File: config.mk
export PLATFORM = sky130hd
export DESIGN_NAME = alu_share_arb
export DESIGN_NICKNAME = d
export VERILOG_FILES = /design/src/rtl/alu_share_arb.sv
export SDC_FILE = /design/constraint.sdc
export NUM_CORES = 1
export LEC_CHECK = 0
export CAP_MARGIN = 5
export CORE_AREA = 2 2 310 312
export CTS_CLUSTER_SIZE = 28
export DETAILED_ROUTE_END_ITERATION = 6
export DIE_AREA = 0 0 312 314
export GPL_TIMING_DRIVEN = 0
export MAX_ROUTING_LAYER = met4
export PLACE_DENSITY_LB_ADDON = 0.2
export SLEW_MARGIN = 10
export SYNTH_ARGS = -nofsm -noshare
export SYNTH_HDL_FRONTEND = slang
export SYNTH_SLANG_ARGS = --single-unit
File: constraint.sdc
create_clock -name clk -period 3.4 [get_ports clk]
set_clock_uncertainty 0.1 [all_clocks]
set_input_delay 0.51 -clock clk [delete_from_list [all_inputs] [get_ports clk]]
set_output_delay 0.51 -clock clk [all_outputs]
set_load 0.02 [all_outputs]
File: src/rtl/alu_share_arb.sv
// Shares one MUL64 and one MOD unit between INV_MOD (req 0) and ADD_DOUBLE (req 1).
// Each unit has its own round-robin channel with hold-until-done and a BUSY watchdog.

module alu_share_arb_ch #(
    parameter int DW      = 8,
    parameter int TIMEOUT = 1024,
    parameter int TW      = 11
) (
    input  logic          clk,
    input  logic          rst_n,
    input  logic [1:0]    req,
    input  logic [DW-1:0] op0,
    input  logic [DW-1:0] op1,
    input  logic          unit_done,
    output logic          enable,
    output logic [DW-1:0] op_out,
    output logic [1:0]    req_done,
    output logic          owner,
    output logic          timeout_err
);

    typedef enum logic [1:0] {IDLE, BUSY, RELEASE} state_t;

    state_t        state;
    logic          last_grant;
    logic [TW-1:0] wd;
    logic [TW-1:0] wd_next;
    logic          grant;
    logic          wd_fire;

    // On a tie the requester that did not win last time gets the unit.
    assign grant   = (req == 2'b11) ? ~last_grant : req[1];
    assign wd_next = wd + 1'b1;
    assign wd_fire = (TIMEOUT != 0) && (wd_next == TW'(TIMEOUT));
    assign op_out  = (state == BUSY) ? (owner ? op1 : op0) : '0;

    always_ff @(posedge clk or negedge rst_n) begin
        if (!rst_n) begin
            state       <= IDLE;
            last_grant  <= 1'b1;
            owner       <= 1'b0;
            enable      <= 1'b0;
            req_done    <= 2'b00;
            timeout_err <= 1'b0;
            wd          <= '0;
        end else begin
            req_done <= 2'b00;
            case (state)
                IDLE: begin
                    if (req != 2'b00) begin
                        owner      <= grant;
                        last_grant <= grant;
                        enable     <= 1'b1;
                        wd         <= '0;
                        state      <= BUSY;
                    end
                end
                BUSY: begin
                    wd <= wd_next;
                    // A real done takes priority over a watchdog expiry in the same cycle.
                    if (unit_done || wd_fire) begin
                        req_done <= owner ? 2'b10 : 2'b01;
                        enable   <= 1'b0;
                        state    <= RELEASE;
                        if (!unit_done)
                            timeout_err <= 1'b1;
                    end
                end
                RELEASE: begin
                    state <= IDLE;
                end
                default: begin
                    state  <= IDLE;
                    enable <= 1'b0;
                end
            endcase
        end
    end

endmodule

module alu_share_arb #(
    parameter int TIMEOUT = 1024,
    parameter int TW      = 11
) (
    input  logic           clk,
    input  logic           rst_n,
    input  logic [1:0]     req_mul_enable,
    input  logic [127:0]   req_mul1,
    input  logic [127:0]   req_mul2,
    input  logic [1:0]     req_mul1_sign,
    input  logic [1:0]     req_mul2_sign,
    output logic [1:0]     req_mul_done,
    input  logic [1:0]     req_mod_enable,
    input  logic [255:0]   req_mod_input,
    input  logic [1:0]     req_mod_input_sign,
    output logic [1:0]     req_mod_done,
    output logic           mul_enable,
    output logic [63:0]    mul_mul1,
    output logic [63:0]    mul_mul2,
    output logic           mul_mul1_sign,
    output logic           mul_mul2_sign,
    input  logic           mul_done,
    output logic           mod_enable,
    output logic [127:0]   mod_a,
    output logic           mod_a_sign,
    input  logic           mod_done,
    output logic           mul_owner,
    output logic           mod_owner,
    output logic [1:0]     timeout_err
);

    logic [129:0] mul_op0, mul_op1, mul_op;
    logic [128:0] mod_op0, mod_op1, mod_op;
    logic         mul_err, mod_err;

    assign mul_op0 = {req_mul1_sign[0], req_mul2_sign[0], req_mul1[63:0],   req_mul2[63:0]};
    assign mul_op1 = {req_mul1_sign[1], req_mul2_sign[1], req_mul1[127:64], req_mul2[127:64]};
    assign {mul_mul1_sign, mul_mul2_sign, mul_mul1, mul_mul2} = mul_op;

    assign mod_op0 = {req_mod_input_sign[0], req_mod_input[127:0]};
    assign mod_op1 = {req_mod_input_sign[1], req_mod_input[255:128]};
    assign {mod_a_sign, mod_a} = mod_op;

    assign timeout_err = {mod_err, mul_err};

    alu_share_arb_ch #(.DW(130), .TIMEOUT(TIMEOUT), .TW(TW)) u_mul_ch (
        .clk         (clk),
        .rst_n       (rst_n),
        .req         (req_mul_enable),
        .op0         (mul_op0),
        .op1         (mul_op1),
        .unit_done   (mul_done),
        .enable      (mul_enable),
        .op_out      (mul_op),
        .req_done    (req_mul_done),
        .owner       (mul_owner),
        .timeout_err (mul_err)
    );

    alu_share_arb_ch #(.DW(129), .TIMEOUT(TIMEOUT), .TW(TW)) u_mod_ch (
        .clk         (clk),
        .rst_n       (rst_n),
        .req         (req_mod_enable),
        .op0         (mod_op0),
        .op1         (mod_op1),
        .unit_done   (mod_done),
        .enable      (mod_enable),
        .op_out      (mod_op),
        .req_done    (req_mod_done),
        .owner       (mod_owner),
        .timeout_err (mod_err)
    );

endmodule

==> results of run 1 <==
[area by class of cell]
type / instances / area (sq um) / share of cell area (%)
Antenna cell: 5 / 12.5 / 0.0803
Buffer: 68 / 373 / 2.39
Clock buffer: 7 / 143 / 0.915
Clock inverter: 1 / 5.00 / 0.0321
Inverter: 5 / 18.8 / 0.120
Multi-Input combinational cell: 680 / 4530 / 29.1
Sequential cell: 38 / 953 / 6.12
Tap cell: 1265 / 1580 / 10.2
Timing Repair Buffer: 795 / 7970 / 51.1
[state kept, by name, summed over array words and instances (netlist names), 2 cells and up]
signal / count
u_mul_ch.state: 2
u_mul_ch.wd: 11
u_mul_ch.req_done: 2
u_mod_ch.state: 2
u_mod_ch.req_done: 2
u_mod_ch.wd: 11
[worst min path at each step]
stage                           end  depth (start not counted)                 start
4_1_cts              u_mul_ch.wd[6]                          1                 rst_n
3_3_place_gp   u_mul_ch.timeout_err                          1  u_mul_ch.timeout_err
5_1_grt              u_mul_ch.wd[6]                          1                 rst_n
3_5_place_dp         u_mul_ch.wd[6]                          1                 rst_n
2_1_floorplan       u_mod_ch.enable                          0                 rst_n
6_report             u_mul_ch.wd[6]                          1                 rst_n
[cell families after synthesis]
logic type / Yosys count / synth area share [%]
muxes: 259 / 44.7
AOI/OAI and AO/OA: 70 / 7.77
buffers and inverters: 76 / 5.68
DFF: 38 / 16.5
and+or+nand+nor: 345 / 24.3
adders and majority gates: 2 / 0.432
xor gates and xnor gates: 4 / 0.605
[per-stage QoR]
stage	TNS [ns]	hold slack, ns	instance area (sq um)	utilization [%]
2_1_floorplan	0	0.114	5790	-
3_3_place_gp	-26.24	0.345	15300	16.2
3_5_place_dp	-34.64	0.315	15300	16.2
4_1_cts	0	0.00980	15500	16.5
5_1_grt	-0.0248	0.0174	15600	16.5
6_report	0	0.00686	15600	16.5
[placed cells by master, fill, tap and decap left out, types with 6 or more instances in the layout]
cell type / netlist / layout
mux2i_1: 259 / 257
nor2_1: 286 / 282
o21ai_0: 22 / 22
nand4_1: 6 / 6
buf_4: 3 / 6
dfrtp_1: 36 / 36
nand3_1: 7 / 7
clkdlybuf4s50_1: 0 / 791
clkbuf_2: 0 / 15
nand2_1: 16 / 16
a22o_1: 7 / 7
a21oi_1: 18 / 18
buf_2: 2 / 6
clkbuf_1: 48 / 26
[power groups by stage]
stage          Combinational, W  Clock, W  Sequential (W)
5_1_grt                 0.00926  0.000524        0.000720
4_1_cts                 0.00888  0.000504        0.000701
3_5_place_dp            0.00882         0        0.000707
3_3_place_gp            0.00884         0        0.000704
6_report                0.00876  0.000480        0.000701
2_1_floorplan           0.00446         0        0.000711
[layer usage]
metal | up-vias | part of all wire (%) | wire, um | global-route usage [%]
met2 | 276 | 51 | 29500 | 19.3
met4 | 0 | 0.58 | 337 | 1.27
met1 | 4292 | 44 | 25600 | 14.7
met3 | 14 | 4.0 | 2330 | 1.60
met5 | - | 0 | 0 | -
li1 | 4357 | - | - | -
[repair_timing]
action | in CTS | in global routing
endpoints found under the setup margin | 235 | 68
pin swaps | 0 | 0
endpoints found under the hold margin | 0 | 0
gates resized for setup | 47 | 23
==> results.py, run 1 <==
metrics = {
    "critical_path": {
        "crit_path_end": "mul_mul1[9]",
        "r2r-start": "u_mod_ch.wd[6]",
        "critPathKind": "reg -> out",
        "regToRegSetupSlack_ns": 1.27,
        "cp_slowest_cell": "clkdlybuf4s50_1",
        "crit_fanout": 10,
        "crit_buf_inv": 4,
        "r2r_cells": 5,
        "crit_path_max_incr_delay_ns": 0.57,
        "crit_path_end_kind": "primary output",
        "cp.depth": 6,
        "critPathRequiredTime_ns": 2.79,
        "start_kind": "flip-flop",
        "cp.arrival_ns": 2.71,
        "cpLargestDelayFamily": "buffers and inverters",
        "crit_start": "u_mul_ch.owner",
        "critical_path.most_common_cell": "buf_4",
        "path_cells": "clkbuf_1, buf_4, buf_4, mux2i_1, nor2_1, clkdlybuf4s50_1",
        "r2r-end": "u_mod_ch.req_done[0]",
    },
    "yosys": {
        "synth_edf_count": 0,
        "ys_seq_area_share_pct": 16.5,
        "ys_types": 47,
        "synth_cells": 794,
        "yosysMostFrequentCell": "nor2_1",
        "synthFlopType": "dfrtp_1",
        "synth_commonest_cells": "286 x nor2_1, 259 x mux2i_1, 48 x clkbuf_1, 36 x dfrtp_1, 22 x o21ai_0",
        "synth_nets": 1322,
        "ys_ff_latch": 38,
        "netlist_area_sq_um": 5790,
        "yosysWarnings": 0,
        "synth_top_area_share_pct": 44.7,
        "synth_top_cell_by_area": "mux2i_1",
        "async_reset_ff_share_pct": 100,
        "synth.top_cells.by_area": "mux2i_1 45%, nor2_1 19%, dfrtp_1 16%, clkbuf_1 3.1%, o21ai_0 1.9%",
        "avgSynthCellArea_sq_um": 7.30,
    },
    "die": {
        "dieArea_sq_um": 98000,
        "chipHeight_um": 314,
        "rows": 113,
        "dieWidth_um": 312,
        "core_region_area_sq_um": 94400,
        "io_pins": 795,
        "initial_core_util_pct": 6.14,
    },
    "timing": {
        "hold_viol": 0,
        "maxSlewHeadroom_pct": 38.7,
        "drv_slew": 0,
        "finalCritPeriodShare_pct": 97.8,
        "setup_viol": 0,
        "setup_slack_ns": 0.0762,
        "fmax_ghz": 0.301,
        "rsz0062_at_grt": "yes",
        "period_needed_ns": 3.32,
        "worst-slew-pin-transition_ns": 0.920,
    },
    "clocking": {
        "clk_pin_slew_ns": 0.06,
        "cts_buffers": 5,
        "clock_sinks": 38,
        "post_cts_buffers": 0,
        "htree_levels": 2,
        "clockRootBuffer": "clkbuf_16",
        "tritoncts": "built",
        "clk_path_buf_depth": 2,
        "clk_latency_ns": 0.28,
        "ctsHoldBuffers": 0,
    },
    "power": {
        "p_comb_share_pct": 88.1,
        "p_int_w": 0.00475,
        "peakVddDrop_mv": 0.266,
        "swShare_pct": 52.2,
        "p_clk_share_pct": 4.8,
        "p_per_area_nw_per_um2": 638,
        "netSwitchingPower_w": 0.00519,
        "power_w": 0.00995,
        "p_seq_share_pct": 7.0,
        "p_leak_nw": 6.18,
    },
    "placement": {
        "dpl_worst_slack_ns": -0.563,
        "placedCellCount": 2854,
        "gp_congestion": 0.931,
        "port_buffers": 794,
        "hpwl_um": 51800,
    },
    "route": {
        "routedWlPerCell_um": 20.2,
        "vias_per_cell": 3.12,
        "ant_nets": 0,
        "drt_iter0_markers": 467,
        "vias": 8939,
        "first_pass_iters": 4,
        "drc": 0,
        "wl_um": 57700,
    },
    "grt": {
        "grt_max_degree": 29,
        "gr-total-overflow": 0,
        "grt_pass1_vias": 9033,
        "grt_pass1_wl_um": 76200,
        "grt_usage_pct": 11.3,
        "grt_antenna_before_repair": 11,
    },
    "cells_and_area": {
        "fillers": 10800,
        "drive_gt1_share_pct": 3.83,
        "area_delta_synth_final_pct": 169,
        "finalNonFillerCells": 2864,
        "layout.nets": 2121,
    },
    "outcome": {
        "outcome": "complete, no violations",
    },
    "worst_hold_path": {
        "hold_path_class": "in -> async",
    },
    "job": {
        "drv_cap": 0,
    },
}
Note: power is estimated with default switching activity, not from simulation.
==> run 2, diff against run 1 <==
CORE_AREA = 4 4 303 305   (was 2 2 310 312)
DIE_AREA = 0 0 307 309   (was 0 0 312 314)
PLACE_DENSITY = 0.3   (was not set)
PLACE_DENSITY_LB_ADDON = not set   (was 0.2)
==> run 2 against run 1 <==
Compared with the run above: via count shrank 1.5%; die area down 3.2%; register-to-register slack got worse by 0.18 ns; critical path depth is the same; sequential cell count did not move; setup slack better by 0.031 ns; sequential power is essentially flat; global-route usage grew 0.26 points; core utilization up 0.87 points; final cell count decreased by 2.7%.
==> results.py, run 2 (synthesis results as in run 1) <==
metrics = {
    "die": {
        "rows": 110,
        "dieArea_sq_um": 94900,
        "initial_core_util_pct": 6.49,
        "dieWidth_um": 307,
        "io_pins": 795,
        "chipHeight_um": 309,
        "core_region_area_sq_um": 89300,
    },
    "clocking": {
        "cts_buffers": 5,
        "clk_path_buf_depth": 2,
        "clk_latency_ns": 0.29,
        "clockRootBuffer": "clkbuf_16",
        "clock_sinks": 38,
        "clk_pin_slew_ns": 0.06,
        "htree_levels": 2,
        "tritoncts": "built",
    },
    "grt": {
        "grt_antenna_before_repair": 19,
        "grt_pass1_wl_um": 75500,
        "grt_usage_pct": 11.6,
        "grt_pass1_vias": 8937,
        "grt_max_degree": 21,
        "gr-total-overflow": 0,
    },
    "power": {
        "swShare_pct": 52.5,
        "peakVddDrop_mv": 0.232,
        "netSwitchingPower_w": 0.00526,
        "p_clk_share_pct": 5.0,
        "p_leak_nw": 6.14,
        "p_seq_share_pct": 7.0,
        "p_per_area_nw_per_um2": 645,
        "p_int_w": 0.00476,
        "p_comb_share_pct": 88.1,
    },
    "critical_path": {
        "critPathKind": "reg -> out",
        "critPathRequiredTime_ns": 2.79,
        "crit_fanout": 10,
        "start_kind": "flip-flop",
        "cp.arrival_ns": 2.68,
        "path_cells": "nand2b_1, buf_6, clkbuf_2, clkbuf_1, nor2_1, clkdlybuf4s50_1",
        "crit_path_max_incr_delay_ns": 0.71,
        "crit_path_end_kind": "primary output",
        "cp_slowest_cell": "clkdlybuf4s50_1",
        "cpLargestDelayFamily": "buffers and inverters",
        "crit_buf_inv": 4,
    },
    "cells_and_area": {
        "drive_gt1_share_pct": 4.08,
        "fillers": 10100,
        "most-common-layout-cells": "793 x clkdlybuf4s50_1, 279 x nor2_1, 257 x mux2i_1",
        "layout_commonest_cell": "clkdlybuf4s50_1",
        "reg_top3": "u_mod_ch.wd x11, u_mul_ch.wd x11",
        "layout.nets": 2121,
        "area_delta_synth_final_pct": 168,
    },
    "timing": {
        "maxSlewHeadroom_pct": 43.3,
        "setup_slack_ns": 0.107,
        "drv_slew": 0,
        "fmax_ghz": 0.304,
        "setup_viol": 0,
        "finalCritPeriodShare_pct": 96.9,
        "worst-slew-pin-transition_ns": 0.851,
        "rsz0062_at_grt": "yes",
        "hold_viol": 0,
        "finalSetupTns_ns": 0,
        "period_needed_ns": 3.29,
    },
    "route": {
        "vias": 8809,
        "wl_um": 58500,
        "drc": 0,
        "ant_nets": 0,
        "drt_iter0_markers": 383,
        "routedWlPerCell_um": 21.0,
        "first_pass_iters": 4,
        "vias_per_cell": 3.16,
    },
    "outcome": {
        "outcome": "complete, no violations",
    },
    "placement": {
        "hpwl_um": 52500,
        "gp_congestion": 0.860,
        "dpl_worst_slack_ns": -0.398,
        "port_buffers": 794,
    },
    "worst_hold_path": {
        "hold_path_class": "in -> async",
    },
    "job": {
        "drv_cap": 0,
    },
}
==> run 2: layout make-up <==
type | instances | area (sq um) | share of cell area [%]
diodes | 16 | 40.0 | 0.258
repair buffers | 795 | 7960 | 51.3
inverters | 5 | 18.8 | 0.121
clock inverters | 2 | 12.5 | 0.0806
well taps | 1176 | 1470 | 9.48
multi-input cells | 680 | 4540 | 29.3
flip-flops and latches | 38 | 953 | 6.14
plain buffers | 68 | 377 | 2.43
clock buffers | 6 | 139 | 0.895
==> run 2: final timing paths <==
path / startpoint / endpoint / slack [ns] / depth (start not counted)
max in group asynchronous: rst_n / u_mul_ch.last_grant / 2.51 / 2
min: rst_n / u_mod_ch.wd[5] / 0.11 / 1
min reg2reg: u_mod_ch.timeout_err / u_mod_ch.timeout_err / 0.37 / 2
max: u_mod_ch.state[1] / mod_a[36] / 0.11 / 6
min in group clk: u_mod_ch.timeout_err / u_mod_ch.timeout_err / 0.37 / 2
max reg2reg: u_mul_ch.wd[0] / u_mul_ch.req_done[0] / 1.09 / 6
==> run 2: per-stage QoR <==
stage	power [W]	hold slack, ns	instances	utilization [%]	area (sq um)
floorplan	0.00517	0.114	794	-	5790
global route	0.0106	0.163	2785	17.4	15500
finish	0.0100	0.115	2786	17.4	15500
detailed placement	0.00960	0.348	2765	17.0	15200
global placement	0.00962	0.356	2764	17.0	15200
CTS	0.0102	0.130	2771	17.3	15500
==> run 2: power groups by stage <==
stage          Clock (W)  Combinational [W]  Sequential (W)
3_5_place_dp           0            0.00889        0.000704
5_1_grt         0.000538            0.00936        0.000721
4_1_cts         0.000524            0.00898        0.000698
3_3_place_gp           0            0.00892        0.000702
6_report        0.000497            0.00882        0.000698
2_1_floorplan          0            0.00446        0.000711
==> run 2: timing repair <==
action	CTS	global route
endpoints found under the setup margin	227	58
setup buffers	0	0
resized for setup	44	19
hold buffers	0	0
==> run 2: metal layers <==
metal | routed length (um) | part of all wire, % | global-route usage (%)
met4 | 425 | 0.73 | 1.56
met5 | 0 | 0 | -
met3 | 2690 | 4.6 | 2.06
met2 | 30100 | 51 | 19.6
met1 | 25300 | 43 | 14.9
